### config.mk
export PLATFORM = sky130hd
export DESIGN_NAME = uart_rx
export DESIGN_NICKNAME = d
export VERILOG_FILES = /design/src/rtl/uart_pkg.sv /design/src/rtl/uart_rx_fifo.sv /design/src/rtl/uart_rx.sv
export SDC_FILE = /design/constraint.sdc
export NUM_CORES = 1
export LEC_CHECK = 0
export ABC_AREA = 0
export CORE_MARGIN = 3
export CORE_UTILIZATION = 50
export CTS_BUF_LIST = sky130_fd_sc_hd__clkbuf_16
export CTS_CLUSTER_DIAMETER = 50
export CTS_CLUSTER_SIZE = 25
export DETAILED_ROUTE_END_ITERATION = 6
export GPL_ROUTABILITY_DRIVEN = 0
export GPL_TIMING_DRIVEN = 0
export HOLD_SLACK_MARGIN = 0.15
export PLACE_DENSITY = 0.74
export SLEW_MARGIN = 40
export SYNTH_ARGS = -nofsm -noshare
export SYNTH_HDL_FRONTEND = slang
export SYNTH_SLANG_ARGS = --single-unit
export TNS_END_PERCENT = 20
### constraint.sdc
create_clock -name clk_clk -period 3.05 [get_ports clk_clk]
set_clock_uncertainty 0.1 [all_clocks]
set_input_delay 0.61 -clock clk_clk [delete_from_list [all_inputs] [get_ports clk_clk]]
set_output_delay 0.61 -clock clk_clk [all_outputs]
set_load 0.005 [all_outputs]
### src/rtl/uart_pkg.sv
// Shared definitions for the UART receiver slice.
//   rx_state_e : receive FSM states
//   OVERSAMPLE : oversample ticks per bit
//   MID_TICK   : tick index that lands on the middle of the start bit
package uart_pkg;

  localparam int OVERSAMPLE = 16;
  localparam int MID_TICK   = 7;

  typedef enum logic [2:0] {
    IDLE,
    START,
    DATA,
    PARITY,
    STOP
  } rx_state_e;

endpackage

### src/rtl/uart_rx_fifo.sv
// Synchronous show-ahead receive FIFO.
//   clk_clk, reset_reset : clock, synchronous active-high reset
//   wr_en, wr_data       : push request and byte
//   rd_ready             : consumer accepts head byte (pop when rd_valid && rd_ready)
//   rd_data, rd_valid    : head byte, FIFO not empty
//   level                : occupancy 0..DEPTH
//   overrun              : one-cycle pulse when a push is dropped because the FIFO is full
module uart_rx_fifo #(
  parameter int DEPTH = 8
) (
  input  logic                     clk_clk,
  input  logic                     reset_reset,
  input  logic                     wr_en,
  input  logic [7:0]               wr_data,
  input  logic                     rd_ready,
  output logic [7:0]               rd_data,
  output logic                     rd_valid,
  output logic [$clog2(DEPTH):0]   level,
  output logic                     overrun
);

  localparam int AW = $clog2(DEPTH);

  logic [7:0]    mem [DEPTH];
  logic [AW-1:0] wr_ptr;
  logic [AW-1:0] rd_ptr;
  logic          full;
  logic          pop;
  logic          wr_ok;

  assign full     = (level == (AW+1)'(DEPTH));
  assign rd_valid = (level != '0);
  assign pop      = rd_valid && rd_ready;
  // A pop in the same cycle frees the slot, so a push into a full FIFO still lands.
  assign wr_ok    = wr_en && (!full || pop);
  assign rd_data  = mem[rd_ptr];

  // NOTE: storage has no reset; rd_data is only meaningful while rd_valid is high,
  // and leaving the array unreset lets it map onto plain RAM/LUT storage.
  always_ff @(posedge clk_clk) begin
    if (wr_ok) mem[wr_ptr] <= wr_data;
  end

  // NOTE: sequential state uses non-blocking assignments so every flop samples
  // pre-edge values regardless of statement order.
  always_ff @(posedge clk_clk) begin
    if (reset_reset) begin
      wr_ptr  <= '0;
      rd_ptr  <= '0;
      level   <= '0;
      overrun <= 1'b0;
    end else begin
      // Pointers are AW bits wide and DEPTH is a power of two, so they wrap naturally.
      if (wr_ok) wr_ptr <= wr_ptr + AW'(1);
      if (pop)   rd_ptr <= rd_ptr + AW'(1);
      case ({wr_ok, pop})
        2'b10:   level <= level + (AW+1)'(1);
        2'b01:   level <= level - (AW+1)'(1);
        default: level <= level;
      endcase
      overrun <= wr_en && full && !pop;
    end
  end

endmodule

### src/rtl/uart_rx.sv
// UART receiver: 2-flop synchronizer, 16x oversample tick generator, receive FSM
// and a show-ahead byte FIFO.
//   clk_clk      : single clock (CLK_HZ)
//   reset_reset  : synchronous active-high reset
//   rx_i         : asynchronous serial line, idles high
//   rx_data      : head-of-FIFO byte, valid while rx_valid
//   rx_valid     : FIFO not empty
//   rx_ready     : consumer accepts head byte
//   fifo_level   : FIFO occupancy
//   frame_err, overrun, parity_err : one-cycle error pulses
// Build option: define UART_RX_PARITY_EN for 8E1 frames; default is 8N1 and
// parity_err is tied low.
module uart_rx
  import uart_pkg::*;
#(
  parameter int CLK_HZ     = 50000000,
  parameter int BAUD       = 115200,
  parameter int FIFO_DEPTH = 8
) (
  input  logic                          clk_clk,
  input  logic                          reset_reset,
  input  logic                          rx_i,
  output logic [7:0]                    rx_data,
  output logic                          rx_valid,
  input  logic                          rx_ready,
  output logic [$clog2(FIFO_DEPTH):0]   fifo_level,
  output logic                          frame_err,
  output logic                          overrun,
  output logic                          parity_err
);

  localparam int DIV   = CLK_HZ / (BAUD * OVERSAMPLE);
  localparam int DIV_W = (DIV > 1) ? $clog2(DIV) : 1;

  logic             rx_meta, rx_s;
  logic [1:0]       sync_fill;
  logic [DIV_W-1:0] div_cnt;
  logic             tick, div_clr;

  rx_state_e  state, state_nx;
  logic [3:0] tick_cnt, tick_cnt_nx;
  logic [2:0] bit_cnt, bit_cnt_nx;
  logic [7:0] shreg, shreg_nx;
  logic       line_high, line_high_nx;
  logic       frame_err_nx;
  logic       push;
  logic       bit_end;

`ifdef UART_RX_PARITY_EN
  logic par_bad, par_bad_nx;
  logic parity_err_nx;
`endif

  // Synchronizer resets to the idle level. sync_fill marks when rx_s holds a
  // real sample of the line rather than the reset value.
  always_ff @(posedge clk_clk) begin
    if (reset_reset) begin
      rx_meta   <= 1'b1;
      rx_s      <= 1'b1;
      sync_fill <= 2'b00;
    end else begin
      rx_meta   <= rx_i;
      rx_s      <= rx_meta;
      sync_fill <= {sync_fill[0], 1'b1};
    end
  end

  assign tick    = (div_cnt == DIV_W'(DIV - 1));
  assign bit_end = tick && (tick_cnt == 4'(OVERSAMPLE - 1));

  always_ff @(posedge clk_clk) begin
    if (reset_reset) begin
      state     <= IDLE;
      tick_cnt  <= '0;
      bit_cnt   <= '0;
      shreg     <= '0;
      line_high <= 1'b0;
      div_cnt   <= '0;
      frame_err <= 1'b0;
    end else begin
      state     <= state_nx;
      tick_cnt  <= tick_cnt_nx;
      bit_cnt   <= bit_cnt_nx;
      shreg     <= shreg_nx;
      line_high <= line_high_nx;
      div_cnt   <= (div_clr || tick) ? '0 : div_cnt + DIV_W'(1);
      frame_err <= frame_err_nx;
    end
  end

`ifdef UART_RX_PARITY_EN
  always_ff @(posedge clk_clk) begin
    if (reset_reset) begin
      par_bad    <= 1'b0;
      parity_err <= 1'b0;
    end else begin
      par_bad    <= par_bad_nx;
      parity_err <= parity_err_nx;
    end
  end
`else
  assign parity_err = 1'b0;
`endif

  // NOTE: every output of this block is given a default first, so no path
  // leaves a variable unassigned and no latch is inferred.
  always_comb begin
    state_nx     = state;
    tick_cnt_nx  = tick_cnt;
    bit_cnt_nx   = bit_cnt;
    shreg_nx     = shreg;
    // A start is only accepted once the line has genuinely been seen high:
    // this gives break tolerance after a framing error and after reset.
    line_high_nx = line_high | (sync_fill[1] & rx_s);
    div_clr      = 1'b0;
    push         = 1'b0;
    frame_err_nx = 1'b0;
`ifdef UART_RX_PARITY_EN
    par_bad_nx    = par_bad;
    parity_err_nx = 1'b0;
`endif

    case (state)
      IDLE: begin
        if (line_high && !rx_s) begin
          state_nx     = START;
          tick_cnt_nx  = '0;
          div_clr      = 1'b1;  // align oversample ticks to the falling edge
          line_high_nx = 1'b0;
        end
      end

      START: begin
        if (tick) begin
          if (tick_cnt == 4'(MID_TICK)) begin
            tick_cnt_nx = '0;
            bit_cnt_nx  = '0;
            state_nx    = rx_s ? IDLE : DATA;  // high at mid-bit: glitch, not a start
          end else begin
            tick_cnt_nx = tick_cnt + 4'd1;
          end
        end
      end

      DATA: begin
        if (bit_end) begin
          tick_cnt_nx = '0;
          shreg_nx    = {rx_s, shreg[7:1]};  // LSB arrives first
          bit_cnt_nx  = bit_cnt + 3'd1;
          if (bit_cnt == 3'd7) begin
`ifdef UART_RX_PARITY_EN
            state_nx = PARITY;
`else
            state_nx = STOP;
`endif
          end
        end else if (tick) begin
          tick_cnt_nx = tick_cnt + 4'd1;
        end
      end

`ifdef UART_RX_PARITY_EN
      PARITY: begin
        if (bit_end) begin
          tick_cnt_nx   = '0;
          par_bad_nx    = (^shreg) ^ rx_s;  // even parity: data ^ parity must be 0
          parity_err_nx = (^shreg) ^ rx_s;
          state_nx      = STOP;
        end else if (tick) begin
          tick_cnt_nx = tick_cnt + 4'd1;
        end
      end
`endif

      STOP: begin
        if (bit_end) begin
          tick_cnt_nx = '0;
          state_nx    = IDLE;
          if (rx_s) begin
`ifdef UART_RX_PARITY_EN
            push = !par_bad;
`else
            push = 1'b1;
`endif
          end else begin
            frame_err_nx = 1'b1;
            line_high_nx = 1'b0;
          end
        end else if (tick) begin
          tick_cnt_nx = tick_cnt + 4'd1;
        end
      end

      default: state_nx = IDLE;
    endcase
  end

  uart_rx_fifo #(
    .DEPTH(FIFO_DEPTH)
  ) u_fifo (
    .clk_clk    (clk_clk),
    .reset_reset(reset_reset),
    .wr_en      (push),
    .wr_data    (shreg),
    .rd_ready   (rx_ready),
    .rd_data    (rx_data),
    .rd_valid   (rx_valid),
    .level      (fifo_level),
    .overrun    (overrun)
  );

endmodule

==> qor.csv <==
metric,value,unit
met3 wire len,278,um
worst-path fanout max,10,
Setup Buffers After CTS,0,
post_cts resized,5,
n_diodes,0,
total wire length,8053,um
FF-to-FF path depth,11,
Logic pwr share,1.3,%
switching pwr,527.3,uW
ANT nets after route,0,
crit-path leading delay family,multiplexers,
CORE AREA,0.008382,mm^2
H-Tree Depth,3,
stages on the worst setup path,5,
clock buffer count from CTS,9,
fill count,635,
Final HPWL DP,5320,um
total number of vias,2616,
initial antenna violation count,0,
die area,0.01001,mm^2
ys flop type,edfxtp_1,
buffers and inverters on the worst path,3,
CTS Sinks,107,
number of synthesized flops with an enable pin,64,
largest net degree at the start of global routing,19,
CP max-delay cell,mux4_2,
Worst-Skew Late Latency,0.34,ns
Worst Tran Pin Value,0.8353,ns
share of cells above drive strength 1,18.10,%
critical path cell sequence,buf_6 -> buf_12 -> mux4_2 -> mux2_2 -> clkdlybuf4s50_1,
Mapped Cells,315,
"Avg Cell Area, Syn",14.04,um^2
IO Pins,20,
area of the multi-input gates,0.001563,mm^2
Critical Path RT,2.34,ns
area delta synth->final,15.28,%
Sw Share,18.96,%
clock-pin slew on the worst setup and hold paths,0.07,ns
critical path type,flip-flop to primary output,
cts hold-fix bufs,0,
met2 WL post-DR,4061,um
Max stage delay on crit path,0.51,ns
outcome,"finished, final reports clean",
Clk pwr share,43.8,%
Worst Path Arrival,2.22,ns
Crit. End Element,primary output,
RSZ-0062 raised after global routing,no,
crit start category,flip-flop,
deepest clock path buffer count,2,
warning count from the yosys run,0,
# Max-Cap Violations,0,
Port Buffers,18,
Final Cycle Share,95.95,%
power per cell area,545.6,mW/mm^2
fmax,0.3417,GHz
Yosys reg bits,107,
Slew HR,44.11,%
internal power,2254,uW
sequential cell area,0.002784,mm^2
Pre-antenna DRT Iters,4,
Setup Viol. Count Final,0,
fin nets,357,
Final Slew Violations,0,
CTS tree,yes,
DR vias/cell,5.775,
minimum clock period,2.926,ns
first-pass GRT wire length,13250,um
final instance area,0.005097,mm^2
wire per inst,17.78,um
"top cells by area, synth","edfxtp_1, dfxtp_1, mux4_2",
chip width,100.0,um
"FFs w/ async S/R, synth",0,%
worst min path class,flip-flop to flip-flop,
setup slack after layout,0.1236,ns
register area share after synthesis,62.93,%
maximum vdd drop,0.3463,mV
initial core utilization,52.75,%
Static Leak,0.001743,uW
highest routed metal layer,met4,
GRT Util Overall,17.29,%
TNS Setup,0,ns
share of the synthesized area in the top cell type,43.46,%
Root Buffer Master,clkbuf_16,
final hold vios,0,
Syn Nets,329,
row count,33,
dpl ws,-0.06991,ns
cell accounting for the most synthesized area,edfxtp_1,
list of most frequent post-synthesis cells,"edfxtp_1, dfxtp_1, nor2_1",
Min-Delay Path Depth,1,
Iter 0 DRT Violations,159,
Synth Cell Area,0.004422,mm^2
"count leader, synth",edfxtp_1,
vias in the first global route,2555,
Overflow after GRT,0,
Yosys cell types,55,
register share of total power,54.9,%
Area after DPL,0.004746,mm^2
wl on met1,3573,um
drt drc,0,
die height,100.0,um
-- metrics by stage --
stage	instances	hold WS, ns	total power, uW	util, %
after global placement	438	0.2909	1594	56.47
after CTS	453	0.3109	2800	60.49
after global routing	453	0.3202	2878	60.82
after floorplan	315	0.2895	1582	-
final	453	0.3101	2781	60.82
after detailed placement	438	0.2945	1595	56.62
-- flip-flops by register name, summed over array words and instances (netlist names), named ones only --
signal / count
u_fifo.wr_ptr: 3
div_cnt: 5
shreg: 8
u_fifo.overrun: 1
sync_fill: 2
frame_err: 1
rx_s: 1
bit_cnt: 3
u_fifo.rd_ptr: 3
state: 3
tick_cnt: 4
u_fifo.level: 4
rx_meta: 1
line_high: 1
u_fifo.mem: 64
-- worst paths after layout --
| kind | start | to | slack, ns |
|---|---|---|---|
| min reg2reg | rx_meta$_SDFF_PP1_ | rx_s$_SDFF_PP1_ | 0.31 |
| max reg2reg | tick_cnt[0]$_SDFFE_PP0P_ | u_fifo.level[2]$_SDFFE_PP0P_ | 0.31 |
| min | rx_meta$_SDFF_PP1_ | rx_s$_SDFF_PP1_ | 0.31 |
| max | flip-flop | rx_data[1] | 0.12 |
-- kinds of logic (layout without fill, tap and decap cells) --
family / count (synthesis) / in the layout / synth area share, %
xor+xnor: 10 / 10 / 1.981
other cells: 1 / 1 / 0.08481
mux: 35 / 35 / 12.71
compound gates: 40 / 40 / 6.254
simple gates: 87 / 87 / 10.89
fa+ha+maj: 10 / 10 / 2.830
buf+inv: 25 / 58 / 2.321
flops: 107 / 107 / 62.93
-- per-layer routing --
metal	up-vias	GRT usage (%)
met1	1304	22.95
met2	46	28.58
met3	12	2.919
met5	-	0
met4	0	6.839
li1	1254	-
-- cells in the final DEF (no fill, tap or decap), types with 2 or more instances in the layout --
cell type / n
buf_1: 2
nand2_1: 9
clkdlybuf4s50_1: 18
nor3_1: 2
a21oi_1: 10
nand3_1: 13
nand3b_1: 2
nor2_1: 26
o21ai_0: 6
mux2i_1: 10
or4_1: 2
o211ai_1: 4
mux4_2: 16
dfxtp_1: 42
or3_1: 2
xnor2_1: 2
inv_1: 12
a22oi_1: 3
a211oi_1: 3
edfxtp_1: 64
inv_6: 2
clkbuf_16: 9
nor4_1: 2
clkbuf_1: 5
o22ai_1: 2
nand2b_1: 3
nor2b_1: 4
buf_2: 2
mux2_2: 9
bufinv_16: 2
nor2_2: 4
ha_1: 10
xor2_1: 8
nand4_1: 3
nor3_2: 2
or2_2: 2
-- layout make-up --
cell class	instances	share of cell area (%)
well taps	105	2.577
clock buffers	9	4.418
inverters	11	0.8100
multi-input cells	183	30.66
clock inverters	7	1.767
flip-flops and latches	107	54.61
repair buffers	18	3.535
plain buffers	13	1.620
-- power by group through the flow --
stage	Sequential [uW]	Combinational, uW	Clock (uW)
after floorplan	1560	24.3	0
after global placement	1560	34.3	0
after detailed placement	1560	35.4	0
after CTS	1530	35.7	1240
after global routing	1530	40.4	1310
final	1530	35.5	1220
Power figures use the tool's default switching activity.
